**src/rtl/down_counter_timer.sv**
```systemverilog
// ----------------------------------------------------------------------------
// down_counter_timer
//   Loadable down counter with terminal-count detection, for use as a
//   programmable tick / timeout generator. It supports one-shot and periodic
//   (auto-reload) operation under a three-state control FSM
//   (IDLE / RUN / DONE). Every output comes straight from a flop.
//
// Parameters
//   WIDTH     counter and reload register width in bits (2..16)
//
// Ports
//   clk       rising-edge clock
//   reset_n   asynchronous, active-low reset
//   load      capture load_val into the reload register and the counter
//   load_val  reload value
//   start     (re)start counting from the reload value
//   stop      halt counting and hold the count
//   periodic  1 = auto-reload on terminal count, 0 = one-shot
//   en        count-enable tick; one decrement per enabled RUN cycle
//   count     current counter value
//   tc        terminal-count pulse, one cycle wide
//   busy      high while the FSM is in RUN
//   done      sticky one-shot completion flag
// ----------------------------------------------------------------------------
module down_counter_timer #(
  parameter int WIDTH = 4
) (
  input  logic             clk,
  input  logic             reset_n,
  input  logic             load,
  input  logic [WIDTH-1:0] load_val,
  input  logic             start,
  input  logic             stop,
  input  logic             periodic,
  input  logic             en,
  output logic [WIDTH-1:0] count,
  output logic             tc,
  output logic             busy,
  output logic             done
);

  typedef enum logic [1:0] {
    IDLE = 2'd0,
    RUN  = 2'd1,
    DONE = 2'd2
  } state_t;

  state_t           state_q;
  state_t           state_d;
  logic [WIDTH-1:0] reload_q;
  logic [WIDTH-1:0] reload_d;
  logic [WIDTH-1:0] count_d;
  logic             tc_d;
  logic             done_d;

  // Decrement that floors at zero so the count can never wrap.
  function automatic logic [WIDTH-1:0] dec_floor(input logic [WIDTH-1:0] v);
    return (v == '0) ? '0 : v - WIDTH'(1);
  endfunction

  // Next-state logic; priority is load > stop > start > en.
  always_comb begin
    state_d  = state_q;
    reload_d = reload_q;
    count_d  = count;
    done_d   = done;
    tc_d     = 1'b0;

    if (load) begin
      reload_d = load_val;
      count_d  = load_val;
      state_d  = IDLE;
      done_d   = 1'b0;
    end else if (stop) begin
      if (state_q == RUN) begin
        state_d = IDLE;
      end
    end else if (start) begin
      // A zero reload value would give a zero-length period; ignore start.
      if (reload_q != '0) begin
        count_d = reload_q;
        state_d = RUN;
        done_d  = 1'b0;
      end
    end else if (state_q == RUN && en) begin
      if (count == WIDTH'(1)) begin
        tc_d = 1'b1;
        if (periodic) begin
          count_d = reload_q;
        end else begin
          count_d = '0;
          done_d  = 1'b1;
          state_d = DONE;
        end
      end else begin
        count_d = dec_floor(count);
      end
    end
  end

  // State and output registers; busy is registered alongside the state.
  always_ff @(posedge clk or negedge reset_n) begin
    if (!reset_n) begin
      state_q  <= IDLE;
      reload_q <= '0;
      count    <= '0;
      tc       <= 1'b0;
      busy     <= 1'b0;
      done     <= 1'b0;
    end else begin
      state_q  <= state_d;
      reload_q <= reload_d;
      count    <= count_d;
      tc       <= tc_d;
      busy     <= (state_d == RUN);
      done     <= done_d;
    end
  end

endmodule
```
**config.mk**
```make
export PLATFORM = sky130hd
export DESIGN_NAME = down_counter_timer
export DESIGN_NICKNAME = d
export VERILOG_FILES = /design/src/rtl/down_counter_timer.sv
export SDC_FILE = /design/constraint.sdc
export NUM_CORES = 1
export LEC_CHECK = 0
export ABC_CLOCK_PERIOD_IN_PS = 1590
export CAP_MARGIN = 10
export CORE_ASPECT_RATIO = 0.9
export CORE_MARGIN = 5
export CORE_UTILIZATION = 39
export DETAILED_ROUTE_END_ITERATION = 8
export GPL_ROUTABILITY_DRIVEN = 0
export GPL_TIMING_DRIVEN = 1
export HOLD_SLACK_MARGIN = 0.03
export PLACE_DENSITY = 0.67
export SLEW_MARGIN = 20
export SYNTH_ARGS = -nofsm -noshare
export SYNTH_HDL_FRONTEND = slang
export SYNTH_SLANG_ARGS = --single-unit
```
**constraint.sdc**
```tcl
create_clock -name clk -period 1.59 [get_ports clk]
set_input_delay 0.159 -clock clk [delete_from_list [all_inputs] [get_ports clk]]
set_output_delay 0.159 -clock clk [all_outputs]
set_load 0.02 [all_outputs]
```
-- Word level (Yosys, flattened, before mapping)
Cells that the tools add are included.
Widths: inputs -> output; s select.
- flip-flop bits (word level): 13
- output and inout bits: 7
- input bits: 11
- word-level logic and storage cells: 48
- mux-type cells: 28
- reduce and logical (&&, ||, !) cells: 7
- add/subtract/negate cells: 1
- equality and inequality tests: 6
- operators by type and width (operator ; number):
    $mux 4 ; 8
    $mux 2 ; 8
    $mux 1 ; 12
    $reduce_bool 3->1 ; 2
    $reduce_and 5->1 ; 1
    $eq 2x1->1 const B ; 2
    $eq 4x1->1 const B ; 1
    $logic_not 4->1 ; 1
    $reduce_bool 4->1 ; 1
    $sub 4x1->4 const B ; 1
    $ne 3x2->1 const B ; 1
    $ne 3x3->1 const B ; 1
    $reduce_and 3->1 ; 1
    $ne 2x2->1 const B ; 1
    $logic_and 1x1->1 ; 1

-- Depth between registers and ports, before layout
Gate-level depths: netlist of run 1.
- depth after elaboration: 7
- gate-level depth with buffers: 5
- depth with buffers taken out: 4

-- Worst setup path before layout of run 1
No wires, ideal clock.
- path kind: reg2reg
- start: reg count[1]
- end: reg done
- buffers on the path: 1
- path slack: -88 ps
- stages on the path, launching flop included: 6
- setup time: 87 ps
- period minus slack after synthesis: 1678 ps
- required time: 1503 ps
- arrival time: 1591 ps
- path through: dfrtp_1 buf_6 or4b_4 nor4_4 nor2_2 a211oi_2
- word-level cells in the longest chain between the ends: 3
- RTL lines (what ; RTL line ; source):
    start: declaration ; 36 ; output logic [WIDTH-1:0] count,
    start signal: assignment ; 113 ; count <= count_d;
    $eq 4x1->1 ; 86 ; if (count == WIDTH'(1)) begin
    $reduce_bool 3->1 (no line) ; - ;
    $reduce_and 5->1 (no line) ; - ;
    end signal: assignment ; 116 ; done <= done_d;
    end: declaration ; 39 ; output logic done
No other way between the ends.
A chain may end at the register's enable or synchronous reset.

-- Worst setup path in the final report of run 1
- start: reg count[1]
- end: reg state_q[1]
- word-level cells in the longest chain between the ends: 6
- RTL lines (what ; RTL line ; source):
    $eq 4x1->1 ; 86 ;
    $mux 2 ; 86 ;
    $mux 2 ; 85 ; end else if (state_q == RUN && en) begin
    $mux 2 ; 78 ; end else if (start) begin
    $mux 2 ; 74 ; end else if (stop) begin
    $mux 2 ; 69 ; if (load) begin
    via state_d[1] ; 49 ; state_t state_d;
    end signal: assignment ; 111 ; state_q <= state_d;
    end: declaration ; 48 ; state_t state_q;
The timed path passes the listed nets, and every way through them passes these cells.

==> results of run 1 <==
## final timing paths
kind | start | to
max | count[1] | state_q[1]
min | reset_n | busy
max reg2reg | count[1] | state_q[1]
min reg2reg | reload_q[2] | reload_q[2]
max in group asynchronous | reset_n | reload_q[2]
min in group clk | load_val[3] | reload_q[3]
## report_power, final
part | leakage (nW) | internal [W] | total (W) | switching, W
Sequential | 0.165 | 0.000358 | 0.000379 | 0.0000216
Combinational | 0.295 | 0.000141 | 0.000270 | 0.000129
Clock | 0.0150 | 0.0000973 | 0.000205 | 0.000108
## flip-flops by register name, summed over array words and instances (netlist names)
register	count
state_q	2
done	1
count	4
tc	1
busy	1
reload_q	4
## worst reg2reg max path, delay by kind of cell (launching register included)
family          cells  cell delay (ps)
buf+inv             1              190
flops               1              410
simple gates        3              920
compound gates      1               30
## per-layer routing
metal | up-vias | GRT usage | wire, microns
met5 | - | 0 | 0
met4 | 0 | 0.116 | 47
met3 | 4 | 0.0369 | 111
met2 | 21 | 0.203 | 830
met1 | 334 | 0.181 | 818
li1 | 346 | - | -
## metrics by stage
step | setup WS (ps) | instance area (sq um) | power, W | utilization | setup TNS, ps
after floorplan | -88.2 | 777 | 0.000533 | - | -88.2
after global placement | -27.3 | 1050 | 0.000650 | 0.549 | -33.3
after detailed placement | -6.45 | 1050 | 0.000653 | 0.549 | -17.9
after CTS | -14.1 | 1090 | 0.000867 | 0.569 | -16.3
after global routing | -89.6 | 1090 | 0.000912 | 0.571 | -370
final | -8.37 | 1090 | 0.000854 | 0.571 | -8.37
## cells by family (layout without fill, tap and decap cells)
| group | Yosys count | count (layout) |
|---|---|---|
| muxes | 2 | 2 |
| DFF | 13 | 13 |
| buffers and inverters | 9 | 39 |
| AOI/OAI and AO/OA | 24 | 24 |
| and+or+nand+nor | 29 | 29 |
## what timing repair did
action                     4_1_cts  5_1_grt
buffers inserted                 1        0
pin swaps                        2        5
resized for setup                1        3
setup endpoints to repair        5        9
cloned                           0        0
## cell usage in the layout (no fill, tap or decap)
| master | Yosys | final |
|---|---|---|
| sky130_fd_sc_hd__dfrtp_1 | 13 | 13 |
| sky130_fd_sc_hd__or4b_4 | 1 | 1 |
| sky130_fd_sc_hd__nor4b_1 | 3 | 3 |
| sky130_fd_sc_hd__nor2_1 | 2 | 2 |
| sky130_fd_sc_hd__a211oi_2 | 1 | 1 |
| sky130_fd_sc_hd__a22o_1 | 1 | 1 |
| sky130_fd_sc_hd__a32oi_1 | 1 | 1 |
| sky130_fd_sc_hd__dlymetal6s2s_1 | 0 | 2 |
| sky130_fd_sc_hd__a221oi_4 | 1 | 1 |
| sky130_fd_sc_hd__a211oi_1 | 3 | 3 |
| sky130_fd_sc_hd__o31ai_1 | 2 | 2 |
| sky130_fd_sc_hd__clkbuf_1 | 2 | 1 |
| sky130_fd_sc_hd__clkdlybuf4s50_1 | 0 | 15 |
| sky130_fd_sc_hd__mux2_2 | 2 | 2 |
| sky130_fd_sc_hd__clkbuf_4 | 0 | 3 |
| sky130_fd_sc_hd__nand2b_1 | 2 | 2 |
| sky130_fd_sc_hd__nor4bb_1 | 1 | 1 |
| sky130_fd_sc_hd__or4_4 | 1 | 1 |
| sky130_fd_sc_hd__nor4_1 | 1 | 1 |
| sky130_fd_sc_hd__nor2b_1 | 4 | 4 |
| sky130_fd_sc_hd__inv_1 | 3 | 3 |
| sky130_fd_sc_hd__nand2_1 | 8 | 8 |
| sky130_fd_sc_hd__o21ai_1 | 0 | 1 |
| sky130_fd_sc_hd__a21o_1 | 1 | 1 |
| sky130_fd_sc_hd__nor2_2 | 1 | 1 |
| sky130_fd_sc_hd__buf_4 | 0 | 15 |
| sky130_fd_sc_hd__nor4_4 | 1 | 1 |
| sky130_fd_sc_hd__a221oi_1 | 1 | 1 |
| sky130_fd_sc_hd__nand3b_1 | 1 | 1 |
| sky130_fd_sc_hd__o21a_1 | 2 | 2 |
| sky130_fd_sc_hd__o21ai_0 | 6 | 5 |
| sky130_fd_sc_hd__a21oi_1 | 3 | 2 |
| sky130_fd_sc_hd__a2bb2oi_1 | 1 | 1 |
| sky130_fd_sc_hd__nand4bb_1 | 1 | 1 |
| sky130_fd_sc_hd__a21oi_2 | 0 | 1 |
| sky130_fd_sc_hd__nor3_1 | 2 | 2 |
| sky130_fd_sc_hd__o21bai_1 | 1 | 1 |
## final cells by class
class | instances | area, sq um
flip-flops and latches | 13 | 325
repair buffers | 32 | 288
clock buffers | 4 | 26.3
fillers | 173 | 821
well taps | 25 | 31.3
inverters | 3 | 11.3
multi-input cells | 55 | 412
==> results.txt, run 1 <==
----------------------------------------------------
[Clock tree]
  Inserted Clock Buffers ... 3
  CTS H-tree depth ... 1
  Clock Path Buffers ... 2
  # clock sinks ... 13
  Clock-pin slew reported for the worst setup and hold paths after clock tree synthesis ... 80 ps
  CTS tree ... done
  Cts-stage hold buffer count ... 0
  Cell chosen for the clock root ... sky130_fd_sc_hd__clkbuf_4
  Worst-Skew Late Latency ... 280 ps

[Setup path]
  Slowest Stage Delay on Critical Path ... 570 ps
  Cell depth of the worst setup path ... 5
  Cell breakdown of the critical path ... or4b_4, nor4_4, buf_4, a21oi_2, nor2_1
  Critical Path Slowest Stage Cell ... sky130_fd_sc_hd__or4b_4
  Sort of element at the start of the critical path ... register
  Arr. time, crit path ... 1810 ps
  Highest net fanout along the worst path ... 4
  Minimum setup slack among reg-to-reg paths ... -8 ps
  Logic depth of the worst register-to-register path ... 5
  CP bufs+invs ... 1
  Worst Path Class, Setup ... register to register
  Cell class contributing the biggest share of worst-path delay ... simple AND/OR/NAND/NOR gates
  Required time reported for the critical path endpoint ... 1800 ps
  Kind of end point of the critical path ... register

[Synth]
  Number of cells produced by synthesis ... 77
  Post-synth top cells ... 13 x sky130_fd_sc_hd__dfrtp_1, 8 x sky130_fd_sc_hd__nand2_1, 6 x sky130_fd_sc_hd__o21ai_0
  Post-synthesis mux area share ... 0.0290
  Cell area after synthesis ... approximately 780 sq um
  Fraction of the mapped netlist area in compound gates ... 0.240
  Main combinational cell family by area after synthesis ... simple AND/OR/NAND/NOR gates
  Most instantiated flip-flop cell in the synthesis netlist ... sky130_fd_sc_hd__dfrtp_1
  Simple-gate area share of the yosys netlist ... 0.256
  Synthesized area per cell ... 10.1 sq um
  Largest area contributor in the netlist ... sky130_fd_sc_hd__dfrtp_1
  Register bit count reported by yosys ... 13
  Number of enable flip-flop cells after synthesis ... 0
  Synth Net Count ... 88
  Post-synth cell types ... 34
  Synth Area in XOR/XNOR ... 0
  Area share of the largest cell type after synthesis ... 0.419
  Share of flip-flops with an asynchronous set or reset after synthesis ... 1.00
  Portion of the post-synthesis area used by sequential elements ... 0.419
  Most used standard cell by instance count after synthesis ... sky130_fd_sc_hd__dfrtp_1
  Synth Warn # ... 0
  Adder-cell share of the synthesized area ... 0
  Cell types with the largest area share after synthesis ... sky130_fd_sc_hd__dfrtp_1 42%, sky130_fd_sc_hd__o21ai_0 3.9%, sky130_fd_sc_hd__nand2_1 3.9%

[STA]
  Setup repair after global routing missed its margin ... true
  Final setup fails ... 1
  Count of final hold-check violations ... 0
  Final Max Slew Viols ... 0
  Final WS setup ... -8.37 ps
  Fmax ... 0.626 GHz
  Final Skew ... roughly 5.6 ps
  Transition time of the tightest slew-check pin ... 362 ps
  Final cycle utilization of the critical path ... 1.01
  Final critical path time including I/O delays and setup ... 1600 ps
  Final Hold Slack ... 187 ps
  Relative slew slack ... 0.755

[Global route]
  Overall routing resource usage ... 0.143
  Vias in the first global route ... 680
  Largest net degree at the start of global routing ... 14
  Initial antenna violation count ... 0
  First-pass GRT wire length ... 3210 microns
  Global route total overflow ... 0

[Floorplanning]
  Effective utilization at floorplan ... 0.406
  Total die area ... roughly 3000 sq um
  Horizontal die dimension ... between 50 and 60 microns
  Die Y ... 52.3 microns
  Core Region ... 1910 sq um
  Floorplan row count ... 15
  Count of boundary I/O pins ... 18

[Status]
  Run status ... complete, but fails checks
  Failing checks ... negative setup slack

[Route]
  ANT nets after route ... 0
  Total wire length after detailed routing ... around 1800 microns
  Number of search-and-repair iterations in the first detailed-routing pass ... 4
  Routed length per instance ... 13.7 microns
  Total number of vias ... 705
  Average via count per standard cell ... 5.34
  Number of remaining DRC errors ... 0
  Number of DRC markers in iteration 0 ... 9

[Flow run]
  Maximum Capacitance Violations ... 0

[Final layout]
  Filler-free cell count of the finished design ... 132
  Layout cells sized above 1 ... 0.252
  Count of antenna diodes in the layout ... 0
  Area grow syn2layout ... 40.7%
  Final Net Count ... 119

[Place]
  DP HPWL ... approximately 1400 microns
  Quantity of I/O buffers inserted on ports ... 17
  Number of placed cells counting well taps ... 127

[Worst hold path]
  Hold Crit Class ... input pin to async pin

[Power and ir drop]
  Leak pwr ... 0.475 nW
  Pwr Density ... just under 800 nW/um^2
  Maximum ir drop on the vdd rail ... 0.533 mV

----------------------------------------------------
Power figures use the tool's default switching activity.
==> inputs of run 2 (changes only) <==
ABC_CLOCK_PERIOD_IN_PS = 2000   (was 1590)
PLACE_DENSITY = default   (was 0.67)
clock period = 2 ns   (was 1.59 ns; I/O delays follow)
==> run 2 against run 1 <==
Against the previous run: the run now ends clean; clock skew shrank 3.6 ps; die area unchanged; non-clock buffer count fell by 10; worst setup slack improved by 350 ps; register-to-register slack better by 350 ps; largest cell class unchanged.
==> results.txt, run 2 (synthesis results as in run 1) <==
----------------------------------------------------
[Final layout]
  Layout cells sized above 1 ... 0.165 (-0.0874)
  Biggest regs ... count (4), reload_q (4), state_q (2)
  Most frequent cells in the layout ... 17 x sky130_fd_sc_hd__clkdlybuf4s50_1, 13 x sky130_fd_sc_hd__dfrtp_1, 8 x sky130_fd_sc_hd__nand2_1
  Most common library cell in the layout ignoring fill and taps ... sky130_fd_sc_hd__clkdlybuf4s50_1
  Count of antenna diodes in the layout ... 0 (unchanged)
  Area grow syn2layout ... 30.0%
  Final Net Count ... 109 (-8.4%)

[Place]
  Setup slack after placement ... 312 ps (+318 ps)
  DP HPWL ... 1320 microns (-4.9%)
  Quantity of I/O buffers inserted on ports ... 17 (unchanged)

[Clock tree]
  # clock sinks ... 13 (unchanged)
  # Post-CTS Setup Buffers ... 0 (-1)
  Inserted Clock Buffers ... 3 (unchanged)
  Cts-stage hold buffer count ... 0 (unchanged)
  Clock-pin slew reported for the worst setup and hold paths after clock tree synthesis ... 80 ps (about the same)
  CTS tree ... done
  Cell chosen for the clock root ... sky130_fd_sc_hd__clkbuf_4
  CTS H-tree depth ... 1 (unchanged)
  Clock Path Buffers ... 2 (unchanged)
  Worst-Skew Late Latency ... 280 ps (about the same)
  Post-CTS resize count ... 0 (-1)

[Floorplanning]
  Die Y ... 52.3 microns (unchanged)
  Horizontal die dimension ... 57.1 microns (unchanged)
  Count of boundary I/O pins ... 18 (unchanged)
  Total die area ... 2990 sq um (unchanged)
  Core Region ... 1910 sq um (unchanged)
  Effective utilization at floorplan ... 0.406 (unchanged)
  Floorplan row count ... 15 (unchanged)

[STA]
  Final Hold Slack ... 294 ps (+107 ps)
  Fmax ... 0.604 GHz (-3.4%)
  Final setup fails ... 0 (-1)
  Count of final hold-check violations ... 0 (unchanged)
  Final WS setup ... 345 ps (+354 ps)
  Final Skew ... 2.00 ps (-3.61 ps)
  Final critical path time including I/O delays and setup ... 1650 ps (+56.5 ps)
  Setup repair after global routing missed its margin ... false
  Transition time of the tightest slew-check pin ... 594 ps (+233 ps)
  Final cycle utilization of the critical path ... 0.827 (-0.178)
  Final Max Slew Viols ... 0 (unchanged)
  Setup total negative slack ... 0 ps (+8.37 ps)
  Relative slew slack ... 0.602 (-0.153)

[Power and ir drop]
  Clock share of power ... 0.253 (+0.013)
  Internal power component ... 0.000454 W (-24%)
  Flop pwr share ... 0.477 (+0.033)
  Sw Ratio ... 0.309 (+0.00665)
  Pwr Density ... 650 nW/um^2 (-17%)
  Switching power summed over all nets ... 0.000203 W (-21%)
  Share of power burned in combinational logic ... 0.271 (-0.045)
  Maximum ir drop on the vdd rail ... 0.339 mV (-36%)
  Leak pwr ... 0.402 nW (-15%)

[Setup path]
  CP bufs+invs ... 0 (-1)
  Slowest Stage Delay on Critical Path ... 540 ps (-30 ps)
  Required time reported for the critical path endpoint ... 2200 ps (+400 ps)
  Cell breakdown of the critical path ... or4b_4, nor4_4, nor2_2, a211oi_2
  Minimum setup slack among reg-to-reg paths ... 350 ps (+350 ps)
  Kind of end point of the critical path ... register
  Arr. time, crit path ... 1850 ps (+40 ps)
  Sort of element at the start of the critical path ... register
  Critical Path Slowest Stage Cell ... sky130_fd_sc_hd__or4b_4
  Cell class contributing the biggest share of worst-path delay ... simple AND/OR/NAND/NOR gates
  Highest net fanout along the worst path ... 10 (+6)
  Worst Path Class, Setup ... register to register

[Global route]
  First-pass GRT wire length ... 2970 microns (-7.3%)
  Initial antenna violation count ... 0 (unchanged)
  Vias in the first global route ... 654 (-3.8%)
  Largest net degree at the start of global routing ... 14 (unchanged)
  Overall routing resource usage ... 0.130 (-0.0129)
  Global route total overflow ... 0 (unchanged)

[Route]
  ANT nets after route ... 0 (unchanged)
  Average via count per standard cell ... 5.40 (+1.1%)
  Number of remaining DRC errors ... 0 (unchanged)
  Total wire length after detailed routing ... 1740 microns (-3.5%)
  Total number of vias ... 659 (-6.5%)
  Number of DRC markers in iteration 0 ... 15 (+6)
  Number of search-and-repair iterations in the first detailed-routing pass ... 4 (unchanged)
  Routed length per instance ... 14.3 microns (+4.4%)

[Flow run]
  Maximum Capacitance Violations ... 0 (unchanged)

[Status]
  Run status ... complete, no violations

[Worst hold path]
  Hold Crit Class ... input pin to async pin

----------------------------------------------------
## run 2: through the flow
| stage | util | std cells | power, W | instance area, sq um |
|---|---|---|---|---|
| floorplan | - | 77 | 0.000424 | 777 |
| global placement | 0.514 | 118 | 0.000497 | 983 |
| detailed placement | 0.514 | 118 | 0.000497 | 983 |
| CTS | 0.527 | 122 | 0.000668 | 1010 |
| global route | 0.527 | 122 | 0.000696 | 1010 |
| finish | 0.527 | 122 | 0.000656 | 1010 |
## run 2: layout make-up
| class | count | area (sq um) |
|---|---|---|
| Timing Repair Buffer | 22 | 208 |
| Inverter | 3 | 11.3 |
| Sequential cell | 13 | 325 |
| Clock buffer | 4 | 26.3 |
| Multi-Input combinational cell | 55 | 408 |
| Tap cell | 25 | 31.3 |
| Fill cell | 183 | 905 |
## run 2: worst paths after layout
path	from	end	cells past startpoint
worst max register to register	count[0]	done	4
worst max-delay path	count[0]	done	4
min in group clk	load_val[2]	reload_q[2]	3
worst min-delay path	reset_n	reload_q[2]	1
worst min register to register	reload_q[2]	reload_q[2]	2
max in group asynchronous	reset_n	tc	1
## run 2: worst reg2reg max path: stages, from the launching register on
cell and delay [ps]:
sky130_fd_sc_hd__dfrtp_1 510, sky130_fd_sc_hd__or4b_4 540, sky130_fd_sc_hd__nor4_4 280, sky130_fd_sc_hd__nor2_2 60, sky130_fd_sc_hd__a211oi_2 190
## run 2: layer usage
| metal | up-vias | share of wire | track usage |
|---|---|---|---|
| li1 | 328 | - | - |
| met1 | 312 | 0.49 | 0.173 |
| met2 | 15 | 0.46 | 0.205 |
| met3 | 4 | 0.044 | 0.0320 |
| met4 | 0 | 0.012 | 0.0463 |
| met5 | - | 0 | 0 |
## run 2: power by group through the flow
| stage | clock network, W | registers [W] | logic (W) |
|---|---|---|---|
| after global routing | 0.000185 | 0.000317 | 0.000195 |
| after floorplan | 0 | 0.000319 | 0.000105 |
| after detailed placement | 0 | 0.000318 | 0.000179 |
| after global placement | 0 | 0.000317 | 0.000180 |
| final | 0.000166 | 0.000313 | 0.000178 |
| after CTS | 0.000175 | 0.000313 | 0.000180 |
==> inputs of run 3 (changes only) <==
ABC_CLOCK_PERIOD_IN_PS = 1600   (was 2000)
clock period = 1.6 ns   (was 2 ns; I/O delays follow)
==> run 3 against run 2 <==
Against the previous run: core utilization grew 4.6 points; largest cell class unchanged; register-to-register slack worse by 340 ps; clock skew grew 3.8 ps; die area unchanged; cell count increased by 9.0%; global-route usage is essentially flat.
==> results.txt, run 3 (synthesis results as in run 1) <==
----------------------------------------------------
[Place]
  Quantity of I/O buffers inserted on ports ... 17 (unchanged)
  Cell area after placement ... 1050 sq um (+6.9%)
  DP HPWL ... 1370 microns (+4.1%)

[Route]
  Number of remaining DRC errors ... 0 (unchanged)
  Total number of vias ... 667 (+1.2%)
  Routed length per instance ... 13.1 microns (-8.2%)
  Number of DRC markers in iteration 0 ... 7 (-8)
  Number of search-and-repair iterations in the first detailed-routing pass ... 3 (-1)
  Average via count per standard cell ... 5.02 (-7.2%)
  Total wire length after detailed routing ... 1750 microns (+0.11%)
  ANT nets after route ... 0 (unchanged)

[Clock tree]
  CTS H-tree depth ... 1 (unchanged)
  Clock Path Buffers ... 2 (unchanged)
  Cts-stage hold buffer count ... 0 (unchanged)
  # clock sinks ... 13 (unchanged)
  Inserted Clock Buffers ... 3 (unchanged)
  Clock-pin slew reported for the worst setup and hold paths after clock tree synthesis ... 90 ps (about the same)
  Cell chosen for the clock root ... sky130_fd_sc_hd__clkbuf_4
  Worst-Skew Late Latency ... 280 ps (about the same)
  CTS tree ... done

[Final layout]
  Most common library cell in the layout ignoring fill and taps ... sky130_fd_sc_hd__buf_4
  Design Area, Final ... 1100 sq um (+8.8%)
  Final Net Count ... 120 (+10%)
  Biggest regs ... count (4), reload_q (4), state_q (2)
  Count of antenna diodes in the layout ... 0 (unchanged)
  Layout cells sized above 1 ... 0.269 (+0.104)
  Area grow syn2layout ... 41.4%
  Most frequent cells in the layout ... 16 x sky130_fd_sc_hd__buf_4, 13 x sky130_fd_sc_hd__dfrtp_1, 13 x sky130_fd_sc_hd__clkdlybuf4s50_1

[Floorplanning]
  Die Y ... 52.3 microns (unchanged)
  Core Region ... 1910 sq um (unchanged)
  Effective utilization at floorplan ... 0.406 (unchanged)
  Horizontal die dimension ... 57.1 microns (unchanged)
  Count of boundary I/O pins ... 18 (unchanged)
  Floorplan row count ... 15 (unchanged)
  Total die area ... 2990 sq um (unchanged)

[Power and ir drop]
  Flop pwr share ... 0.446 (-0.031)
  Sw Ratio ... 0.312 (+0.00307)
  Leak pwr ... 0.477 nW (+19%)
  Clock share of power ... 0.243 (-0.010)
  Internal power component ... 0.000589 W (+30%)
  Maximum ir drop on the vdd rail ... 0.398 mV (+17%)
  Power Total ... 0.000856 W (+30%)
  Pwr Density ... 780 nW/um^2 (+20%)
  Switching power summed over all nets ... 0.000267 W (+32%)
  Share of power burned in combinational logic ... 0.311 (+0.040)

[STA]
  Relative slew slack ... 0.611 (+0.00905)
  Setup repair after global routing missed its margin ... true
  Final cycle utilization of the critical path ... 0.997 (+0.169)
  Final critical path time including I/O delays and setup ... 1600 ps (-59.8 ps)
  Final Max Slew Viols ... 0 (unchanged)
  Final setup fails ... 0 (unchanged)
  Final Hold Slack ... 239 ps (-54.5 ps)
  Final Skew ... 5.79 ps (+3.79 ps)
  Count of final hold-check violations ... 0 (unchanged)
  Fmax ... 0.627 GHz (+3.7%)
  Transition time of the tightest slew-check pin ... 581 ps (-13.5 ps)

[Global route]
  Largest net degree at the start of global routing ... 14 (unchanged)
  Overall routing resource usage ... 0.130 (-0.000457)
  Vias in the first global route ... 630 (-3.7%)
  Initial antenna violation count ... 0 (unchanged)
  First-pass GRT wire length ... 2870 microns (-3.5%)
  Global route total overflow ... 0 (unchanged)

[Setup path]
  Critical Path Slowest Stage Cell ... sky130_fd_sc_hd__or4_4
  Logic depth of the worst register-to-register path ... 4 (unchanged)
  Slowest Stage Delay on Critical Path ... 580 ps (+40 ps)
  Minimum setup slack among reg-to-reg paths ... 5 ps (-340 ps)
  Startpoint of the most critical setup path ... reload_q[2]
  Required time reported for the critical path endpoint ... 1790 ps (-410 ps)
  Arr. time, crit path ... 1790 ps (-60 ps)
  Crit path to ... count[1]
  Startpoint of the worst register-to-register path ... reload_q[2]
  Kind of end point of the critical path ... register
  Sort of element at the start of the critical path ... register
  Cell class contributing the biggest share of worst-path delay ... simple AND/OR/NAND/NOR gates
  Worst Path Class, Setup ... register to register
  Cell depth of the worst setup path ... 4 (unchanged)
  Cell breakdown of the critical path ... or4_4, a221oi_4, nand2_1, o31ai_1
  Worst reg2reg endpoint ... count[1]
  Highest net fanout along the worst path ... 6 (-4)
  CP bufs+invs ... 0 (unchanged)

[Status]
  Run status ... complete, no violations

[Worst hold path]
  Hold Crit Class ... input pin to async pin

[Flow run]
  Maximum Capacitance Violations ... 0 (unchanged)

----------------------------------------------------
run 3: stage by stage:
stage | worst slack (ps) | utilization | cells | TNS [ps]
5_1_grt | -78.9 | 0.574 | 133 | -273
4_1_cts | -5.71 | 0.565 | 131 | -5.71
3_3_place_gp | -55.8 | 0.549 | 127 | -154
6_report | 4.99 | 0.574 | 133 | 0
3_5_place_dp | -39.0 | 0.549 | 127 | -92.2
2_1_floorplan | -78.2 | - | 77 | -78.2
run 3: cell type report:
type | instances | area, sq um
Tap cell | 25 | 31.3
Timing Repair Buffer | 33 | 289
Multi-Input combinational cell | 55 | 414
Inverter | 3 | 11.3
Sequential cell | 13 | 325
Fill cell | 194 | 816
Clock inverter | 1 | 5.00
Clock buffer | 3 | 22.5
run 3: metal layers:
layer	GRT usage	routed length, microns	up-vias
met1	0.170	896	301
met3	0.0246	67	3
met4	0.0695	29	0
met2	0.202	752	12
li1	-	-	351
met5	0	0	-
run 3: worst min path at each step:
| stage | from | endpoint | slack, ps | cells after the start |
|---|---|---|---|---|
| 2_1_floorplan | reset_n | busy | -140 | 0 |
| 3_3_place_gp | reload_q[2] | reload_q[2] | 500 | 2 |
| 3_5_place_dp | reload_q[2] | reload_q[2] | 490 | 2 |
| 4_1_cts | reset_n | state_q[0] | 260 | 1 |
| 5_1_grt | reset_n | state_q[0] | 290 | 1 |
| 6_report | reset_n | state_q[0] | 240 | 1 |
run 3: power by group through the flow:
stage	Sequential, W	Clock (W)	Combinational [W]
floorplan	0.000399	0	0.000131
finish	0.000382	0.000208	0.000266
global route	0.000387	0.000235	0.000290
detailed placement	0.000388	0	0.000268
CTS	0.000383	0.000219	0.000262
global placement	0.000387	0	0.000269
run 3: what timing repair did:
item	in CTS	in global routing
resized for setup	4	3
endpoints found under the setup margin	4	6
buffers inserted	0	2
pin swaps	0	4
gates cloned	0	0
run 3: worst register-to-register path: cells and delay by family (launching register included):
family | cells | cell delay (ps)
AO/OA/AOI/OAI | 2 | 450
flip-flops | 1 | 380
AND/OR/NAND/NOR | 2 | 680
